File: config.mk
export PLATFORM = sky130hd
export DESIGN_NAME = mc_control_fsm_flat
export DESIGN_NICKNAME = d
export VERILOG_FILES = /design/src/rtl/mc_control_fsm_pkg.sv /design/src/rtl/mc_control_fsm_if.sv /design/src/rtl/mc_control_fsm.sv /design/src/flat_wrapper.sv
export SDC_FILE = /design/constraint.sdc
export NUM_CORES = 1
export LEC_CHECK = 0
export ABC_CLOCK_PERIOD_IN_PS = 1600
export CORE_MARGIN = 8
export CORE_UTILIZATION = 25
export CTS_BUF_LIST = sky130_fd_sc_hd__clkbuf_8
export DETAILED_ROUTE_END_ITERATION = 10
export PLACE_DENSITY_LB_ADDON = 0.12
export SYNTH_ARGS = -nofsm -noshare
export SYNTH_HDL_FRONTEND = slang
export SYNTH_SLANG_ARGS = --single-unit
File: constraint.sdc
create_clock -name clk -period 1.6 [get_ports clk]
set_clock_uncertainty 0.1 [all_clocks]
set_input_delay 0.16 -clock clk [delete_from_list [all_inputs] [get_ports clk]]
set_output_delay 0.16 -clock clk [all_outputs]
set_load 0.005 [all_outputs]
File: src/rtl/mc_control_fsm_pkg.sv
// Shared MIPS control definitions: opcodes, datapath select encodings and FSM state codes.
package mc_control_fsm_pkg;

    localparam logic [5:0] OP_RTYPE = 6'b000000;
    localparam logic [5:0] OP_LW    = 6'b100011;
    localparam logic [5:0] OP_SW    = 6'b101011;
    localparam logic [5:0] OP_BEQ   = 6'b000100;
    localparam logic [5:0] OP_ADDI  = 6'b001000;
    localparam logic [5:0] OP_J     = 6'b000010;

    localparam logic [1:0] ALU_OP_ADD   = 2'b00;
    localparam logic [1:0] ALU_OP_SUB   = 2'b01;
    localparam logic [1:0] ALU_OP_FUNCT = 2'b10;

    localparam logic [1:0] ALUSRCB_RT      = 2'b00;
    localparam logic [1:0] ALUSRCB_FOUR    = 2'b01;
    localparam logic [1:0] ALUSRCB_IMM     = 2'b10;
    localparam logic [1:0] ALUSRCB_IMM_SH2 = 2'b11;

    localparam logic [1:0] PCSRC_ALU    = 2'b00;
    localparam logic [1:0] PCSRC_ALUOUT = 2'b01;
    localparam logic [1:0] PCSRC_JUMP   = 2'b10;

    typedef enum logic [3:0] {
        ST_FETCH  = 4'd0,
        ST_DECODE = 4'd1,
        ST_MEMADR = 4'd2,
        ST_MEMRD  = 4'd3,
        ST_MEMWB  = 4'd4,
        ST_MEMWR  = 4'd5,
        ST_EXEC   = 4'd6,
        ST_ALUWB  = 4'd7,
        ST_ADDIEX = 4'd8,
        ST_ADDIWB = 4'd9,
        ST_BRANCH = 4'd10,
        ST_JUMP   = 4'd11,
        ST_HALT   = 4'd12
    } state_e;

    function automatic logic is_supported_op(input logic [5:0] op);
        return (op == OP_RTYPE) || (op == OP_LW) || (op == OP_SW) ||
               (op == OP_BEQ) || (op == OP_ADDI) || (op == OP_J);
    endfunction

endpackage

File: src/rtl/mc_control_fsm_if.sv
// Control/status bundle between the multi-cycle control FSM (master) and the datapath (slave).
interface mc_control_fsm_if;

    logic [5:0] opcode;
    logic [5:0] funct;
    logic       zero;
    logic       mem_ready;
    logic       pc_en;
    logic       iord;
    logic       mem_read;
    logic       mem_write;
    logic       ir_write;
    logic       reg_dst;
    logic       mem_to_reg;
    logic       reg_write;
    logic       alu_src_a;
    logic [1:0] alu_src_b;
    logic [1:0] alu_op;
    logic [1:0] pc_src;
    logic       illegal;

    modport master (
        input  opcode, funct, zero, mem_ready,
        output pc_en, iord, mem_read, mem_write, ir_write, reg_dst, mem_to_reg,
               reg_write, alu_src_a, alu_src_b, alu_op, pc_src, illegal
    );

    modport slave (
        output opcode, funct, zero, mem_ready,
        input  pc_en, iord, mem_read, mem_write, ir_write, reg_dst, mem_to_reg,
               reg_write, alu_src_a, alu_src_b, alu_op, pc_src, illegal
    );

endinterface

File: src/rtl/mc_control_fsm.sv
// Multi-cycle MIPS control unit: Moore decode of the registered state, with live zero for
// branches and mem_ready gating of the memory-access states.
module mc_control_fsm
    import mc_control_fsm_pkg::*;
#(
    parameter bit ILLEGAL_TO_FETCH = 1'b1,
    parameter bit MEM_WAIT_EN      = 1'b1
) (
    input  logic               clk,
    input  logic               rst,
    mc_control_fsm_if.master   bus,
    output logic [3:0]         state_o
);

    state_e     state_q;
    state_e     state_d;
    logic       mem_done_s;
    logic       pc_write_s;
    logic       branch_s;
    logic       iord_s;
    logic       mem_read_s;
    logic       mem_write_s;
    logic       ir_write_s;
    logic       reg_dst_s;
    logic       mem_to_reg_s;
    logic       reg_write_s;
    logic       alu_src_a_s;
    logic [1:0] alu_src_b_s;
    logic [1:0] alu_op_s;
    logic [1:0] pc_src_s;
    logic       illegal_s;

    assign mem_done_s = MEM_WAIT_EN ? bus.mem_ready : 1'b1;

    // State register with synchronous reset to FETCH.
    always_ff @(posedge clk) begin
        if (rst) begin
            state_q <= ST_FETCH;
        end else begin
            state_q <= state_d;
        end
    end

    // Next-state logic; unused encodings recover to FETCH.
    always_comb begin
        state_d = ST_FETCH;
        case (state_q)
            ST_FETCH:  state_d = mem_done_s ? ST_DECODE : ST_FETCH;
            ST_DECODE: begin
                case (bus.opcode)
                    OP_RTYPE: state_d = ST_EXEC;
                    OP_LW:    state_d = ST_MEMADR;
                    OP_SW:    state_d = ST_MEMADR;
                    OP_BEQ:   state_d = ST_BRANCH;
                    OP_ADDI:  state_d = ST_ADDIEX;
                    OP_J:     state_d = ST_JUMP;
                    default:  state_d = ILLEGAL_TO_FETCH ? ST_FETCH : ST_HALT;
                endcase
            end
            ST_MEMADR: state_d = (bus.opcode == OP_SW) ? ST_MEMWR : ST_MEMRD;
            ST_MEMRD:  state_d = mem_done_s ? ST_MEMWB : ST_MEMRD;
            ST_MEMWB:  state_d = ST_FETCH;
            ST_MEMWR:  state_d = mem_done_s ? ST_FETCH : ST_MEMWR;
            ST_EXEC:   state_d = ST_ALUWB;
            ST_ALUWB:  state_d = ST_FETCH;
            ST_ADDIEX: state_d = ST_ADDIWB;
            ST_ADDIWB: state_d = ST_FETCH;
            ST_BRANCH: state_d = ST_FETCH;
            ST_JUMP:   state_d = ST_FETCH;
            ST_HALT:   state_d = ST_HALT;
            default:   state_d = ST_FETCH;
        endcase
    end

    // Output decode; everything is forced low while reset is held.
    always_comb begin
        pc_write_s   = 1'b0;
        branch_s     = 1'b0;
        iord_s       = 1'b0;
        mem_read_s   = 1'b0;
        mem_write_s  = 1'b0;
        ir_write_s   = 1'b0;
        reg_dst_s    = 1'b0;
        mem_to_reg_s = 1'b0;
        reg_write_s  = 1'b0;
        alu_src_a_s  = 1'b0;
        alu_src_b_s  = ALUSRCB_RT;
        alu_op_s     = ALU_OP_ADD;
        pc_src_s     = PCSRC_ALU;
        illegal_s    = 1'b0;
        if (rst) begin
            pc_write_s = 1'b0;
            branch_s   = 1'b0;
        end else begin
            case (state_q)
                ST_FETCH: begin
                    mem_read_s  = 1'b1;
                    alu_src_b_s = ALUSRCB_FOUR;
                    ir_write_s  = mem_done_s;
                    pc_write_s  = mem_done_s;
                end
                ST_DECODE: begin
                    alu_src_b_s = ALUSRCB_IMM_SH2;
                    illegal_s   = ~is_supported_op(bus.opcode);
                end
                ST_MEMADR: begin
                    alu_src_a_s = 1'b1;
                    alu_src_b_s = ALUSRCB_IMM;
                end
                ST_MEMRD: begin
                    iord_s     = 1'b1;
                    mem_read_s = 1'b1;
                end
                ST_MEMWB: begin
                    mem_to_reg_s = 1'b1;
                    reg_write_s  = 1'b1;
                end
                ST_MEMWR: begin
                    iord_s      = 1'b1;
                    mem_write_s = 1'b1;
                end
                ST_EXEC: begin
                    alu_src_a_s = 1'b1;
                    alu_op_s    = ALU_OP_FUNCT;
                end
                ST_ALUWB: begin
                    reg_dst_s   = 1'b1;
                    reg_write_s = 1'b1;
                end
                ST_ADDIEX: begin
                    alu_src_a_s = 1'b1;
                    alu_src_b_s = ALUSRCB_IMM;
                end
                ST_ADDIWB: reg_write_s = 1'b1;
                ST_BRANCH: begin
                    alu_src_a_s = 1'b1;
                    alu_op_s    = ALU_OP_SUB;
                    pc_src_s    = PCSRC_ALUOUT;
                    branch_s    = 1'b1;
                end
                ST_JUMP: begin
                    pc_src_s   = PCSRC_JUMP;
                    pc_write_s = 1'b1;
                end
                default: begin
                    pc_write_s = 1'b0;
                    branch_s   = 1'b0;
                end
            endcase
        end
    end

    assign bus.pc_en      = pc_write_s | (branch_s & bus.zero);
    assign bus.iord       = iord_s;
    assign bus.mem_read   = mem_read_s;
    assign bus.mem_write  = mem_write_s;
    assign bus.ir_write   = ir_write_s;
    assign bus.reg_dst    = reg_dst_s;
    assign bus.mem_to_reg = mem_to_reg_s;
    assign bus.reg_write  = reg_write_s;
    assign bus.alu_src_a  = alu_src_a_s;
    assign bus.alu_src_b  = alu_src_b_s;
    assign bus.alu_op     = alu_op_s;
    assign bus.pc_src     = pc_src_s;
    assign bus.illegal    = illegal_s;
    assign state_o        = state_q;

endmodule

File: src/flat_wrapper.sv
// flat-port wrapper written by rule: the top's interface ports become plain ports
module mc_control_fsm_flat import mc_control_fsm_pkg::*;
#(
    parameter bit ILLEGAL_TO_FETCH = 1'b1,
    parameter bit MEM_WAIT_EN      = 1'b1
)
  (clk, rst, state_o, bus_opcode, bus_funct, bus_zero, bus_mem_ready, bus_pc_en, bus_iord, bus_mem_read, bus_mem_write, bus_ir_write, bus_reg_dst, bus_mem_to_reg, bus_reg_write, bus_alu_src_a, bus_alu_src_b, bus_alu_op, bus_pc_src, bus_illegal);
  mc_control_fsm_if bus_i ();
  input  logic clk;
  input  logic rst;
  output logic [3:0] state_o;
  input wire logic [$bits(bus_i.opcode)-1:0] bus_opcode;
  input wire logic [$bits(bus_i.funct)-1:0] bus_funct;
  input wire logic [$bits(bus_i.zero)-1:0] bus_zero;
  input wire logic [$bits(bus_i.mem_ready)-1:0] bus_mem_ready;
  output wire logic [$bits(bus_i.pc_en)-1:0] bus_pc_en;
  output wire logic [$bits(bus_i.iord)-1:0] bus_iord;
  output wire logic [$bits(bus_i.mem_read)-1:0] bus_mem_read;
  output wire logic [$bits(bus_i.mem_write)-1:0] bus_mem_write;
  output wire logic [$bits(bus_i.ir_write)-1:0] bus_ir_write;
  output wire logic [$bits(bus_i.reg_dst)-1:0] bus_reg_dst;
  output wire logic [$bits(bus_i.mem_to_reg)-1:0] bus_mem_to_reg;
  output wire logic [$bits(bus_i.reg_write)-1:0] bus_reg_write;
  output wire logic [$bits(bus_i.alu_src_a)-1:0] bus_alu_src_a;
  output wire logic [$bits(bus_i.alu_src_b)-1:0] bus_alu_src_b;
  output wire logic [$bits(bus_i.alu_op)-1:0] bus_alu_op;
  output wire logic [$bits(bus_i.pc_src)-1:0] bus_pc_src;
  output wire logic [$bits(bus_i.illegal)-1:0] bus_illegal;
  assign bus_i.opcode = bus_opcode;
  assign bus_i.funct = bus_funct;
  assign bus_i.zero = bus_zero;
  assign bus_i.mem_ready = bus_mem_ready;
  assign bus_pc_en = bus_i.pc_en;
  assign bus_iord = bus_i.iord;
  assign bus_mem_read = bus_i.mem_read;
  assign bus_mem_write = bus_i.mem_write;
  assign bus_ir_write = bus_i.ir_write;
  assign bus_reg_dst = bus_i.reg_dst;
  assign bus_mem_to_reg = bus_i.mem_to_reg;
  assign bus_reg_write = bus_i.reg_write;
  assign bus_alu_src_a = bus_i.alu_src_a;
  assign bus_alu_src_b = bus_i.alu_src_b;
  assign bus_alu_op = bus_i.alu_op;
  assign bus_pc_src = bus_i.pc_src;
  assign bus_illegal = bus_i.illegal;
  mc_control_fsm #(.ILLEGAL_TO_FETCH(ILLEGAL_TO_FETCH), .MEM_WAIT_EN(MEM_WAIT_EN)) u_core (.clk(clk), .rst(rst), .bus(bus_i), .state_o(state_o));
endmodule
== Word level (Yosys, flattened, before mapping) ==
Cells that the tools add are included.
Word-level totals
  word-level logic and storage cells: 68
  output and inout port bits: 20
  register bits after elaboration: 4
  input port bits: 16
Cells by class
  bitwise gates (word level): 3
  equality and inequality tests: 17
  reductions and logical operators: 13
  muxes and demuxes: 34
Operator list (count)
  one-hot mux 4 bit (8 select lines): 1
  2-to-1 mux 1 bit: 22
  == test 4 bit (second input constant): 5
  one-hot mux 4 bit (5 select lines): 1
  == test 4 x 3 -> 1 bit (second input constant): 4
  == test 6 bit (second input constant): 2
  2-to-1 mux 3 bit: 3
  == test 4 x 2 -> 1 bit (second input constant): 2
  one-hot mux 2 bit (2 select lines): 2
  OR reduction 2 bit: 4
  == test 6 x 2 -> 1 bit (second input constant): 1
  == test 6 x 3 -> 1 bit (second input constant): 1
  == test 6 x 4 -> 1 bit (second input constant): 1
  zero test 6 bit: 1
  2-to-1 mux 2 bit: 3
  one-hot mux 2 bit (3 select lines): 1
  logical OR 1 bit: 5
  == test 4 x 1 -> 1 bit (second input constant): 1
  zero test 4 bit: 1
  OR reduction 4 bit: 1
  OR reduction 3 bit: 1
  one-hot mux 1 bit (2 select lines): 1
  bitwise AND 1 bit: 1
  inverter 1 bit: 1
  OR 1 bit: 1

== Logic depth before layout (Yosys ltp) ==
  depth in word-level cells: 9
  gate-level depth with buffers: 6
  gate-level depth less buffers: 4

== Least setup slack after synthesis ==
No wires, ideal clock.
  path kind: register to output
  start point: register u_core.state_q[3] (netlist: u_core.state_o[3])
  end point: output port bus_pc_en
  setup slack: 0.010 ns
  cell stages (with the launch flop): 5
  arrival time: 1.330 ns
  path through: dfxtp_1 -> buf_6 -> or3_1 -> nor4b_2 -> o21bai_1
Between the ends
  cells in the longest elaborated chain, start to end: 5
RTL lines
  start, declared: RTL line mc_control_fsm.sv:15  | state_e state_q;
  start signal, assigned: RTL line mc_control_fsm.sv:40  | state_q <= state_d;
  == test 4 bit: RTL line mc_control_fsm.sv:95  | case (state_q)
  2-to-1 mux 1 bit: RTL line mc_control_fsm.sv:95
  2-to-1 mux 1 bit: RTL line mc_control_fsm.sv:91  | if (rst) begin
  bitwise AND 1 bit: RTL line mc_control_fsm.sv:153  | assign bus.pc_en = pc_write_s | (branch_s & bus.zero);
  OR 1 bit *: RTL line mc_control_fsm.sv:153
  end, declared: RTL line flat_wrapper.sv:16  | output wire logic [$bits(bus_i.pc_en)-1:0] bus_pc_en;
Every way passes the cells marked *; elsewhere a longest branch is shown, timed or not.

== Worst setup path in the final report ==
  start point: register u_core.state_q[3] (netlist: u_core.state_o[3])
  end point: register u_core.state_q[1] (netlist: u_core.state_o[1])
Between the ends
  cells in the longest elaborated chain, start to end: 2
RTL lines
  == test 4 bit (tied with other cells): RTL line mc_control_fsm.sv:47  | case (state_q)
  one-hot mux 4 bit (8 select lines) *: RTL line mc_control_fsm.sv:47
Marked as above.
A chain may end at the register's enable or synchronous reset.

==> results_dict.tcl <==
set metrics [dict create \
    startpoint_of_the_lowest_slack_register_to_register_path "u_core.state_o[3]$_SDFF_PP0_" \
    fin_tns_setup_ns -0.614 \
    timing.final.crit_share 1.09 \
    failed_checks "negative setup slack" \
    grtUsageTotal 0.126 \
    yosys_warnings 0 \
    yosys.cell_types.count 35 \
    clockRootBuffer "sky130_fd_sc_hd__clkbuf_8" \
    remaining_drc_errors 0 \
    routed_antenna_nets 0 \
    number_of_diodes_added_for_antenna_fixing 0 \
    numCtsBuffers 3 \
    post_cts_hold_buffer_count 0 \
    grt_pass1_vias 916 \
    largest_register_ffs 4 \
    post_synth_inst_count 88 \
    routedWlPerCell_um 16.3 \
    postRouteWirelength_mm 2.93 \
    floorplan.die_area_sq_um 4200 \
    worstSetupStartpoint "u_core.state_o[3]$_SDFF_PP0_" \
    reg2regPathDepth 5 \
    dominant_combinational_cell_family_by_area_after_synthesis "simple AND/OR/NAND/NOR gates" \
    yosys.area_share.xor_xnor 0.0294 \
    fmax_ghz 0.576 \
    clock_path_buffers 2 \
    outcome "finished with violations" \
    worst_hold_path_type "in2reg" \
    postLayoutCellArea_sq_um 1400 \
    yosys-top-cells-count "sky130_fd_sc_hd__nor2_1 (13), sky130_fd_sc_hd__a21oi_1 (8), sky130_fd_sc_hd__nand2b_1 (5), sky130_fd_sc_hd__nor3_1 (5)" \
    hold_ws_ns 0.340 \
    clock_tree.htree_level_count 1 \
    min_delay_worst_endpoint "u_core.state_o[1]$_SDFF_PP0_" \
    detailedPlacementHpwl_mm 1.73 \
    area_delta_synth_final_pct 135 \
    postSynthAreaPerCell_sq_um 6.77 \
    dpl_worst_slack_ns -0.575 \
    path_max_fanout 4 \
    power.leakage_nw 0.659 \
    clkLatencyLatePin_ns 0.23 \
    synthMuxAreaShare 0 \
    critPathSlowestCell "sky130_fd_sc_hd__or4b_4" \
    number_of_antenna_violations_at_the_first_check_in_global_routing 0 \
    initial_core_util 0.267 \
    cp-end-kind "register" \
    worstReg2RegEnd "u_core.state_o[1]$_SDFF_PP0_" \
    synthMostInstantiatedCell "sky130_fd_sc_hd__nor2_1" \
    yosys.area.top_type_share 0.134 \
    ys_ff_latch 4 \
    globalRoute.totalOverflow 0 \
    synth_largest_area_cell "sky130_fd_sc_hd__dfxtp_1" \
    row_count 17 \
    hold_depth 4 \
    synth_fa_ha_area_frac 0 \
    final.setup.worst_slack_ns -0.137 \
    placed_cell_area_sq_um 1080 \
    timing.max_cap.violations 0 \
    async_reset_ff_frac 0 \
    drt-initial-drc-count 12 \
    synth_seq_area_share 0.134 \
    synthesis.area_sq_um 596 \
    clkTransAtPathRegs_ns 0.04 \
    grt_pass1_wl_mm 4.28 \
    drt-pass1-iter-count 4 \
    proportion_of_layout_cells_with_a_drive_suffix_above_1 0.546 \
    routabilityCongestion 0.789 \
    crit_top_cell "sky130_fd_sc_hd__buf_6" \
    number_of_synthesized_flops_with_an_enable_pin 0 \
    max_slew_headroom_at_the_worst_pin 0.758 \
    simple_gate_portion_of_the_synthesized_area 0.506 \
    clock_sink_count 4 \
    power.total_w 0.000534 \
    fillerInstances 202 \
    hold_path_startpoint "bus_opcode[4]" \
    coreArea_sq_um 2230 \
    fin_crit_ns 1.74 \
    route.vias.total 942 \
    crit_chain "buf_6 > buf_6 > or4b_4 > or3_4 > a21oi_2" \
    io_buffers 29 \
    final-hold-violation-count 0 \
    highest_cell_delay_on_the_worst_timing_path_ns 0.53 \
    required_ns 1.66 \
    worst_ir_drop_vdd_v 0.000465 \
    grt_start_max_net_pins 14 \
    die_height_um 64.8 \
    num-nets-final 170 \
    routed_via_density 5.23 \
    grt_setup_unrepaired "true" \
    cts_tree "built" \
    critPathLaunchType "register" \
    criticalPathCategory "reg2reg" \
    io_pins 36 \
    die-width_um 64.8 \
    synth.area.top_cells "sky130_fd_sc_hd__dfxtp_1 (13%), sky130_fd_sc_hd__nor2_1 (8.2%), sky130_fd_sc_hd__a21oi_1 (6.7%)" \
    timing_max_transition_violations_final 0 \
    synth_fp_nets 104 \
    setup-violations-final 7 \
    critPathArrivalTime_ns 1.79 \
    synthFlopType "sky130_fd_sc_hd__dfxtp_1" \
    ff2ff_setup_slack_ns -0.14 \
    p_per_area_nw_per_um2 382 \
    synth_compound_gate_area_share 0.256 \
    tightest_slew_ns 0.353 \
]
## cell usage in the layout (no fill, tap or decap), types with 2 or more instances in the layout
master                            instances
sky130_fd_sc_hd__a21o_1                   2
sky130_fd_sc_hd__nand4b_1                 2
sky130_fd_sc_hd__clkbuf_8                 3
sky130_fd_sc_hd__clkdlybuf4s50_1          4
sky130_fd_sc_hd__a21oi_1                  5
sky130_fd_sc_hd__nand4_1                  2
sky130_fd_sc_hd__buf_2                   11
sky130_fd_sc_hd__dfxtp_2                  4
sky130_fd_sc_hd__nand2b_1                 3
sky130_fd_sc_hd__a21oi_2                  3
sky130_fd_sc_hd__nor4_1                   2
sky130_fd_sc_hd__o21ai_0                  4
sky130_fd_sc_hd__nor2_1                  12
sky130_fd_sc_hd__dlymetal6s2s_1           6
sky130_fd_sc_hd__nand3b_1                 3
sky130_fd_sc_hd__nand2b_4                 2
sky130_fd_sc_hd__buf_6                   10
sky130_fd_sc_hd__dlygate4sd2_1            7
sky130_fd_sc_hd__or3_4                    2
sky130_fd_sc_hd__nand2_1                  3
sky130_fd_sc_hd__inv_1                    2
sky130_fd_sc_hd__nor3_2                   4
sky130_fd_sc_hd__buf_4                   27
## kinds of logic after synthesis
logic type | count (synthesis)
simple gates | 49
flops | 4
compound gates | 24
buf+inv | 9
xor+xnor | 2
## how the worst max path moves through the flow
stage / slack, ns / endpoint / cells past startpoint
3_3_place_gp: -0.53 / bus_pc_en / 5
4_1_cts: -0.15 / bus_mem_read / 5
6_report: -0.14 / u_core.state_o[1]$_SDFF_PP0_ / 5
5_1_grt: -0.19 / bus_pc_en / 4
2_1_floorplan: 0.01 / bus_pc_en / 4
3_5_place_dp: -0.57 / bus_pc_en / 5
## metal layers
metal | track usage | share of wire | up-vias
li1 | - | - | 460
met1 | 0.143 | 0.41 | 445
met2 | 0.214 | 0.49 | 32
met3 | 0.0584 | 0.091 | 5
met4 | 0.0191 | 0.0085 | 0
met5 | 0 | 0 | -
## worst max-delay path: cells and delay by family, from the launching register on
family	cells	cell delay (ns)
AND/OR/NAND/NOR	2	0.88
buffers and inverters	2	0.24
AO/OA/AOI/OAI	1	0.12
flip-flops	1	0.33
## report_power, final
| part | internal, W | switching (W) | total [W] |
|---|---|---|---|
| Combinational | 0.000112 | 0.0000869 | 0.000199 |
| Clock | 0.000162 | 0.0000662 | 0.000228 |
| Sequential | 0.000103 | 0.00000331 | 0.000107 |
## area by class of cell
class,instances,area [sq um],share of cell area
clock buffers,3,41.3,0.0295
inverters,2,7.51,0.00537
multi-input cells,75,626,0.447
flip-flops and latches,4,85.1,0.0608
well taps,28,35.0,0.0250
repair buffers,68,604,0.432
## per-stage QoR
step / std cells / utilization
6_report: 180 / 0.626
5_1_grt: 180 / 0.626
4_1_cts: 178 / 0.587
3_5_place_dp: 164 / 0.483
3_3_place_gp: 164 / 0.483
2_1_floorplan: 88 / -
## timing repair
item / 4_1_cts / 5_1_grt
resized for setup: 80 / 27
gates cloned: 1 / 1
endpoints found under the setup margin: 20 / 21
pin swaps: 7 / 10
buffers inserted: 10 / 2
Power figures use the tool's default switching activity.
